<file path="config.mk">
export PLATFORM = sky130hd
export DESIGN_NAME = ntsc_pixel_packer
export DESIGN_NICKNAME = d
export VERILOG_FILES = /design/src/rtl/ntsc_pixel_packer.sv
export SDC_FILE = /design/constraint.sdc
export NUM_CORES = 1
export LEC_CHECK = 0
export BUFFER_PORTS_ARGS = -buffer_cell sky130_fd_sc_hd__buf_2
export CAP_MARGIN = 30
export CORE_AREA = 4 4 229 142
export CTS_CLUSTER_SIZE = 12
export DETAILED_ROUTE_END_ITERATION = 6
export DIE_AREA = 0 0 233 146
export PLACE_DENSITY_LB_ADDON = 0.1
export SLEW_MARGIN = 25
export SYNTH_ARGS = -nofsm -noshare
export SYNTH_HDL_FRONTEND = slang
export SYNTH_SLANG_ARGS = --single-unit
</file>
<file path="constraint.sdc">
create_clock -name clk -period 5.1 [get_ports clk]
set_input_delay 0.255 -clock clk [delete_from_list [all_inputs] [get_ports clk]]
set_output_delay 0.255 -clock clk [all_outputs]
set_load 0.01 [all_outputs]
</file>
<file path="src/rtl/ntsc_pixel_packer.sv">
// ntsc_pixel_packer: packs a luminance pixel stream into ZBT write words.
// Each word carries PIX_PER_WORD pixels, slot 0 in the most significant lane.
// A partial word is flushed at sof/sol. Completed words pass through a
// staging register into a small write FIFO with a valid/ready port.
// Build option: define NTSC_PACK_DECIM_EN to build the 2:1 decimation path
// (decim input honoured); otherwise decim is ignored.
module ntsc_pixel_packer #(
  parameter int PIX_W        = 8,
  parameter int PIX_PER_WORD = 4,
  parameter int ROW_W        = 9,
  parameter int WCOL_W       = 8,
  parameter int ADDR_W       = 19,
  parameter int FIFO_DEPTH   = 4
) (
  input  logic              clk,
  input  logic              reset_n,
  input  logic              sof,
  input  logic              field,
  input  logic              sol,
  input  logic              pix_valid,
  input  logic [PIX_W-1:0]  pix_data,
  input  logic              decim,
  input  logic              ovf_clr,
  output logic              wr_valid,
  input  logic              wr_ready,
  output logic [ADDR_W-1:0] wr_addr,
  output logic [35:0]       wr_data,
  output logic              overflow
);
  localparam int DATA_W = PIX_W * PIX_PER_WORD;
  localparam int SLOT_W = (PIX_PER_WORD > 1) ? $clog2(PIX_PER_WORD) : 1;
  // Two spare bits: one so wcol overflow stays visible, one for the decimation halving.
  localparam int COL_W  = WCOL_W + SLOT_W + 2;
  localparam int PTR_W  = (FIFO_DEPTH > 1) ? $clog2(FIFO_DEPTH) : 1;
  localparam int ENT_W  = ADDR_W + 36;
  localparam logic [ROW_W-1:0]  ROW_MAX   = {ROW_W{1'b1}};
  localparam logic [COL_W-1:0]  COL_MAX   = {COL_W{1'b1}};
  localparam logic [SLOT_W-1:0] SLOT_LAST = SLOT_W'(PIX_PER_WORD - 1);
  localparam logic [PTR_W:0]    CNT_FULL  = (PTR_W + 1)'(FIFO_DEPTH);

  // Word address layout: {zero pad, row, field, word column}.
  function automatic logic [ADDR_W-1:0] make_addr(input logic [ROW_W-1:0] row,
                                                  input logic fld,
                                                  input logic [WCOL_W-1:0] wcol);
    make_addr = ADDR_W'({row, fld, wcol});
  endfunction

  logic dec_s;
`ifdef NTSC_PACK_DECIM_EN
  assign dec_s = decim;
`else
  logic decim_unused_s;
  assign decim_unused_s = decim;
  assign dec_s = 1'b0;
`endif

  logic [COL_W-1:0]  col_q, col_d;
  logic [ROW_W-1:0]  row_q, row_d;
  logic [SLOT_W-1:0] slot_q, slot_d;
  logic              fld_q, fld_d;
  logic              row_sat_q, row_sat_d;
  logic [DATA_W-1:0] word_q, word_d;
  logic [ADDR_W-1:0] word_addr_q, word_addr_d;
  logic              word_drop_q, word_drop_d;
  logic              stage_valid_q, stage_valid_d;
  logic [ADDR_W-1:0] stage_addr_q, stage_addr_d;
  logic [35:0]       stage_data_q, stage_data_d;
  logic [ENT_W-1:0]  mem_q [FIFO_DEPTH];
  logic [ENT_W-1:0]  mem_d [FIFO_DEPTH];
  logic [PTR_W-1:0]  wptr_q, wptr_d, rptr_q, rptr_d;
  logic [PTR_W:0]    count_q, count_d;
  logic              wr_valid_q, wr_valid_d;
  logic              overflow_q, overflow_d;

  logic [COL_W-1:0]  eff_col_s, st_col_s, wcol_full_s;
  logic [ROW_W-1:0]  eff_row_s, st_row_s;
  logic [SLOT_W-1:0] eff_slot_s;
  logic              eff_fld_s, eff_sat_s, flush_s, accept_s, complete_s, wcol_ovf_s;
  logic [DATA_W-1:0] word_next_s;
  logic              pop_s, push_ok_s, ovf_set_s;

  // Line/field bookkeeping, pixel packing and staging of finished words.
  always_comb begin
    eff_col_s  = col_q;
    eff_row_s  = row_q;
    eff_slot_s = slot_q;
    eff_fld_s  = fld_q;
    eff_sat_s  = row_sat_q;
    if (sof) begin
      eff_col_s  = '0;
      eff_row_s  = '0;
      eff_slot_s = '0;
      eff_fld_s  = field;
      eff_sat_s  = 1'b0;
    end else if (sol) begin
      eff_col_s  = '0;
      eff_slot_s = '0;
      if (row_q == ROW_MAX) begin
        eff_sat_s = 1'b1;
      end else begin
        eff_row_s = row_q + ROW_W'(1);
      end
    end else begin
      eff_col_s = col_q;
    end
    // A boundary closes the old line first; the pending word keeps its old address.
    flush_s = (sof || sol) && (slot_q != '0);

    if (dec_s) begin
      st_col_s = {1'b0, eff_col_s[COL_W-1:1]};
      st_row_s = {1'b0, eff_row_s[ROW_W-1:1]};
      accept_s = pix_valid && !eff_col_s[0] && !eff_row_s[0];
    end else begin
      st_col_s = eff_col_s;
      st_row_s = eff_row_s;
      accept_s = pix_valid;
    end
    wcol_full_s = st_col_s >> SLOT_W;
    wcol_ovf_s  = |wcol_full_s[COL_W-1:WCOL_W];

    // Slot 0 starts a fresh word so unfilled lanes read as zero.
    word_next_s = '0;
    for (int s = 0; s < PIX_PER_WORD; s++) begin
      word_next_s[DATA_W-1-s*PIX_W -: PIX_W] =
        (eff_slot_s == SLOT_W'(s)) ? pix_data :
        (eff_slot_s == '0)         ? {PIX_W{1'b0}} :
                                     word_q[DATA_W-1-s*PIX_W -: PIX_W];
    end
    complete_s = accept_s && (eff_slot_s == SLOT_LAST);

    if (pix_valid && (eff_col_s != COL_MAX)) begin
      col_d = eff_col_s + COL_W'(1);
    end else begin
      col_d = eff_col_s;
    end
    row_d       = eff_row_s;
    fld_d       = eff_fld_s;
    row_sat_d   = eff_sat_s;
    word_d      = word_q;
    word_addr_d = word_addr_q;
    word_drop_d = word_drop_q;
    if (accept_s) begin
      word_d = word_next_s;
      if (eff_slot_s == '0) begin
        word_addr_d = make_addr(st_row_s, eff_fld_s, wcol_full_s[WCOL_W-1:0]);
        word_drop_d = wcol_ovf_s || eff_sat_s;
      end else begin
        word_drop_d = word_drop_q;
      end
      slot_d = complete_s ? '0 : eff_slot_s + SLOT_W'(1);
    end else begin
      slot_d = eff_slot_s;
    end

    stage_valid_d = 1'b0;
    stage_addr_d  = stage_addr_q;
    stage_data_d  = stage_data_q;
    if (flush_s) begin
      stage_valid_d = !word_drop_q;
      stage_addr_d  = word_addr_q;
      stage_data_d  = 36'(word_q);
    end else if (complete_s) begin
      stage_valid_d = !word_drop_d;
      stage_addr_d  = word_addr_d;
      stage_data_d  = 36'(word_next_s);
    end else begin
      stage_valid_d = 1'b0;
    end
  end

  // Write FIFO: push from staging, pop on handshake, sticky overflow on a lost word.
  always_comb begin
    pop_s     = wr_valid_q && wr_ready;
    push_ok_s = stage_valid_q && ((count_q != CNT_FULL) || pop_s);
    ovf_set_s = stage_valid_q && (count_q == CNT_FULL) && !pop_s;
    mem_d     = mem_q;
    if (push_ok_s) begin
      mem_d[wptr_q] = {stage_addr_q, stage_data_q};
      wptr_d        = wptr_q + PTR_W'(1);
    end else begin
      wptr_d = wptr_q;
    end
    if (pop_s) begin
      rptr_d = rptr_q + PTR_W'(1);
    end else begin
      rptr_d = rptr_q;
    end
    case ({push_ok_s, pop_s})
      2'b10:   count_d = count_q + (PTR_W + 1)'(1);
      2'b01:   count_d = count_q - (PTR_W + 1)'(1);
      default: count_d = count_q;
    endcase
    wr_valid_d = (count_d != '0);
    if (ovf_set_s) begin
      overflow_d = 1'b1;
    end else if (ovf_clr) begin
      overflow_d = 1'b0;
    end else begin
      overflow_d = overflow_q;
    end
  end

  // Packer and staging state.
  always_ff @(posedge clk or negedge reset_n) begin
    if (!reset_n) begin
      col_q         <= '0;
      row_q         <= '0;
      slot_q        <= '0;
      fld_q         <= 1'b0;
      row_sat_q     <= 1'b0;
      word_q        <= '0;
      word_addr_q   <= '0;
      word_drop_q   <= 1'b0;
      stage_valid_q <= 1'b0;
      stage_addr_q  <= '0;
      stage_data_q  <= '0;
    end else begin
      col_q         <= col_d;
      row_q         <= row_d;
      slot_q        <= slot_d;
      fld_q         <= fld_d;
      row_sat_q     <= row_sat_d;
      word_q        <= word_d;
      word_addr_q   <= word_addr_d;
      word_drop_q   <= word_drop_d;
      stage_valid_q <= stage_valid_d;
      stage_addr_q  <= stage_addr_d;
      stage_data_q  <= stage_data_d;
    end
  end

  // FIFO storage, pointers and output flags.
  always_ff @(posedge clk or negedge reset_n) begin
    if (!reset_n) begin
      for (int i = 0; i < FIFO_DEPTH; i++) begin
        mem_q[i] <= '0;
      end
      wptr_q     <= '0;
      rptr_q     <= '0;
      count_q    <= '0;
      wr_valid_q <= 1'b0;
      overflow_q <= 1'b0;
    end else begin
      mem_q      <= mem_d;
      wptr_q     <= wptr_d;
      rptr_q     <= rptr_d;
      count_q    <= count_d;
      wr_valid_q <= wr_valid_d;
      overflow_q <= overflow_d;
    end
  end

  assign wr_valid = wr_valid_q;
  assign wr_addr  = mem_q[rptr_q][ENT_W-1 -: ADDR_W];
  assign wr_data  = mem_q[rptr_q][35:0];
  assign overflow = overflow_q;

endmodule

</file>
==> summary.log <==
qor: cts.clock_sink_count 342
qor: setup_path.setup.worst_path.end_class output pin
qor: setup_path.timing.rr.end mem_q[70]$_DFFE_PN0P_
qor: floorplanning.die_width 233 microns
qor: layout.post_route_cells_drive_above_1_share 0.347
qor: setup_path.reg2regPathDepth 5
qor: placement.finalWeightedCongestion 0.767
qor: power_and_ir_drop.comb_power_share 0.289
qor: routing.number_of_optimization_iterations_in_the_first_detailed_route_pass 5
qor: timing.timing.final.setup_violations 0
qor: yosys.synth_area_per_cell 13.3 sq um
qor: layout.final-instance-count-excl-fill 1613
qor: power_and_ir_drop.power_frac_seq 0.459
qor: setup_path.critical_path.cell_chain buf_4, mux4_2, buf_2
qor: cts.clkTransAtPathRegs 0.06 ns
qor: flow_run.cap_viol_max_count 0
qor: placement.portBuffers 68
qor: power_and_ir_drop.standby_leakage_power 7.60 nW
qor: cts.cts.root.buffer_cell sky130_fd_sc_hd__clkbuf_16
qor: setup_path.critical-path-slowest-cell sky130_fd_sc_hd__dfrtp_4
qor: placement.dpl_worst_slack 1.79 ns
qor: cts.cts_tree built
qor: setup_path.setup.worst_path.start_class register
qor: worst_hold_path.worst_min_delay_path_class input pin to register
qor: yosys.synth.yosys.seq_area_share 0.570
qor: yosys.synth_area_leader_cell sky130_fd_sc_hd__dfrtp_1
qor: grt.maximum_number_of_pins_on_one_net_before_global_route_repair 113
qor: floorplanning.floorplan.initialDensity 0.492
qor: cts.cts-buffers-inserted 35
qor: floorplanning.dieHeight 146 microns
qor: outcome.outcome complete, no violations
qor: power_and_ir_drop.ir_drop 0.000290 V
qor: layout.final_nets 1212
qor: timing.ratio_of_final_minimum_period_to_clock_period 0.596
qor: timing.finalMaxSlewViolations 0
qor: yosys.number_of_enable_flip_flop_cells_after_synthesis 0
qor: power_and_ir_drop.cellInternalPower 6.45 mW
qor: grt.grt_overflow 0
qor: power_and_ir_drop.sw_frac_of_total 0.303
qor: setup_path.timing.reg2reg.setup_slack 2.45 ns
qor: routing.ant_nets 0
qor: yosys.synth.top_cells.by_area sky130_fd_sc_hd__dfrtp_1 57%, sky130_fd_sc_hd__mux2_2 16%, sky130_fd_sc_hd__mux4_2 7.7%, sky130_fd_sc_hd__nand2_1 2.4%, sky130_fd_sc_hd__a21oi_1 2.0%
qor: worst_hold_path.critical_hold_path_startpoint field
qor: placement.placed_cells_incl_taps 1559
qor: yosys.synth_ff_type sky130_fd_sc_hd__dfrtp_1
qor: cts.htree_num_levels 2
qor: floorplanning.core.rowCount 50
qor: timing.hold_violations 0
qor: cts.cts_setup_buffers 0
qor: yosys.share_of_synthesized_registers_carrying_an_async_set_or_reset 1.00
qor: grt.grt_antenna_before_repair 0
qor: timing.grt_setup_unrepaired false
qor: setup_path.worst-path-max-fanout 35
qor: routing.drc 0
qor: setup_path.timing.critical_path.buf_inv 2
qor: routing.vias 9144
qor: timing.finalSetupTns 0 ns
qor: power_and_ir_drop.pwr-share-clk 0.252
qor: layout.syn2layout_area_growth 11.5%
qor: grt.gr-usage-all-layers 0.204
qor: timing.timing.final.ws_setup 2.06 ns
qor: floorplanning.pin_count 74
qor: yosys.yosysTopAreaCellShare 0.570
qor: layout.antenna_cells 0
qor: routing.drt-initial-drc-count 737
qor: power_and_ir_drop.switching_power 2.80 mW
qor: worst_hold_path.depth_of_the_worst_hold_timing_path 2
qor: yosys.netlist_area_before_placement 0.0150 sq mm
qor: routing.drt_wl_cell 20.9 microns
qor: timing.worstMarginPinSlew 0.971 ns
qor: power_and_ir_drop.power_density 553 mW/mm^2
qor: setup_path.required_time_at_the_endpoint_of_the_critical_path 4.85 ns
qor: floorplanning.coreArea 0.0305 sq mm
qor: yosys.postSynthCellCount 1129
qor: cts.postCtsResizedCells 0
qor: timing.finalCriticalPeriod 3.04 ns
qor: setup_path.reg2reg_from count_q[0]$_DFF_PN0_
qor: floorplanning.dieArea 0.0340 sq mm
qor: setup_path.critical_path.top_delay_family flip-flops
qor: cts.cts.path.max_buffers 3
qor: yosys.synth_cell_type_count 62
qor: routing.via_count_normalized_by_instance_count 5.67
qor: placement.hpwlAfterDp 21200 microns
qor: grt.grt_pass1_vias 9353
qor: setup_path.cp_data_arrival_time 2.78 ns
qor: timing.worst_slew_margin_rel 0.351
qor: yosys.synth_warnings 0
qor: routing.totalWireLength 33800 microns
qor: timing.max_freq 0.329 GHz
qor: setup_path.slowest_delay 0.94 ns
qor: timing.skew 0.0113 ns
qor: worst_hold_path.timing.hold.worst_endpoint fld_q$_DFF_PN0_
qor: cts.cts_hold_buffers 2
qor: setup_path.criticalPathCategory register to output pin
qor: yosys.ys_seq_elements 342
qor: cts.clock_latency 0.52 ns
qor: grt.wire_length_of_the_first_global_routing_pass 54900 microns
-- per-stage QoR --
step	power [mW]	hold slack [ns]	area, sq um	utilization
detailed placement	6.99	0.373	15700	0.514
finish	9.25	0.0526	16700	0.548
CTS	9.36	0.0294	16700	0.547
global route	9.79	0.0475	16700	0.548
floorplan	6.00	-0.0406	15000	-
global placement	6.90	0.385	15700	0.514
-- synth_stat cells (all sizes together), types with 2 or more instances --
library cell and count:
mux2i 6, nand3 13, dfrtp 342, nor2 78
nand3b 2, and4 2, buf 49, o21ai 37
nand2 95, o22ai 19, ha 11, a41oi 3
nand4 7, mux2 219, nor3b 5, xor2 5
and2 13, nor3 4, and3 6, inv 16
a31oi 10, xnor2 11, a21oi 60, clkbuf 25
mux4 51, or3 2, o31ai 5, a22oi 15
nor4 2
-- power groups by stage --
stage / Sequential (mW) / Clock [mW] / Combinational [mW]
6_report: 4.25 / 2.33 / 2.67
5_1_grt: 4.37 / 2.52 / 2.91
4_1_cts: 4.25 / 2.40 / 2.71
3_5_place_dp: 4.29 / 0 / 2.69
3_3_place_gp: 4.26 / 0 / 2.63
2_1_floorplan: 3.89 / 0 / 2.11
-- final cells by class --
type / instances / area (sq um)
Tap cell: 416 / 520
Timing Repair Buffer: 88 / 538
Clock buffer: 49 / 981
Sequential cell: 342 / 8570
Multi-Input combinational cell: 700 / 6070
Clock inverter: 2 / 10.0
Inverter: 16 / 60.1
Fill cell: 2623 / 13800
-- worst reg2reg max path: cells and delay by family (launching register included) --
kind                   cells  cell delay, ns
buffers and inverters      1            0.51
and+or+nand+nor            2            1.00
AOI/OAI and AO/OA          1            0.20
muxes                      1            0.42
DFF                        1            0.40
-- layer usage --
metal  GRT usage  share of wire  vias up
li1            -              -     4170
met1       0.339           0.53     4784
met2       0.277           0.41      158
met3      0.0436          0.045       32
met4      0.0373          0.011        0
met5           0              0        -
-- worst max path at each step --
stage                     startpoint  cells after the start                      endpoint  slack, ns
6_report       rptr_q[0]$_DFFE_PN0N_                      3                   wr_data[15]       2.06
5_1_grt        rptr_q[0]$_DFFE_PN0N_                      3                    wr_data[2]       1.86
4_1_cts        rptr_q[0]$_DFFE_PN0N_                      3                   wr_data[15]       1.97
3_5_place_dp                     sof                     12  stage_addr_q[16]$_DFFE_PN0P_       1.79
3_3_place_gp                     sof                     12  stage_addr_q[16]$_DFFE_PN0P_       1.89
2_1_floorplan   count_q[1]$_DFF_PN0_                     10            wr_valid$_DFF_PN0_       2.98
-- cells by family after synthesis --
kind of cell | Yosys count | share of synthesized area
AO/OA/AOI/OAI | 161 | 0.0654
XOR/XNOR | 16 | 0.00934
adder cells (fa/ha/maj) | 12 | 0.0105
buffers and inverters | 90 | 0.0279
flip-flops | 342 | 0.570
multiplexers | 276 | 0.245
other | 1 | 0.000250
AND/OR/NAND/NOR | 231 | 0.0716
-- sequential cells by signal, summed over array words and instances, names as in the netlist, 2 cells and up --
register and flops:
slot_q 2, col_q 12, rptr_q 2, stage_addr_q 19
word_addr_q 19, word_q 32, count_q 3, stage_data_q 32
row_q 9, mem_q 204, wptr_q 2
-- layout by cell type (no fill, tap or decap), types with 3 or more instances in the layout --
cell type / n
sky130_fd_sc_hd__a31oi_1: 9
sky130_fd_sc_hd__nand2_2: 4
sky130_fd_sc_hd__a21oi_1: 59
sky130_fd_sc_hd__a22oi_1: 15
sky130_fd_sc_hd__mux2_2: 217
sky130_fd_sc_hd__nand2_1: 91
sky130_fd_sc_hd__inv_1: 16
sky130_fd_sc_hd__nor2_1: 77
sky130_fd_sc_hd__o31ai_1: 5
sky130_fd_sc_hd__nor3_1: 4
sky130_fd_sc_hd__mux4_2: 51
sky130_fd_sc_hd__conb_1: 4
sky130_fd_sc_hd__mux2i_1: 6
sky130_fd_sc_hd__buf_4: 16
sky130_fd_sc_hd__xor2_1: 5
sky130_fd_sc_hd__buf_2: 67
sky130_fd_sc_hd__clkbuf_16: 37
sky130_fd_sc_hd__o21ai_0: 36
sky130_fd_sc_hd__xnor2_1: 11
sky130_fd_sc_hd__clkbuf_1: 11
sky130_fd_sc_hd__dfrtp_1: 340
sky130_fd_sc_hd__nor3b_1: 3
sky130_fd_sc_hd__o22ai_1: 18
sky130_fd_sc_hd__and3_1: 5
sky130_fd_sc_hd__and2_1: 12
sky130_fd_sc_hd__ha_1: 11
sky130_fd_sc_hd__nand4_1: 5
sky130_fd_sc_hd__nand3_1: 13
Power figures use the tool's default switching activity.
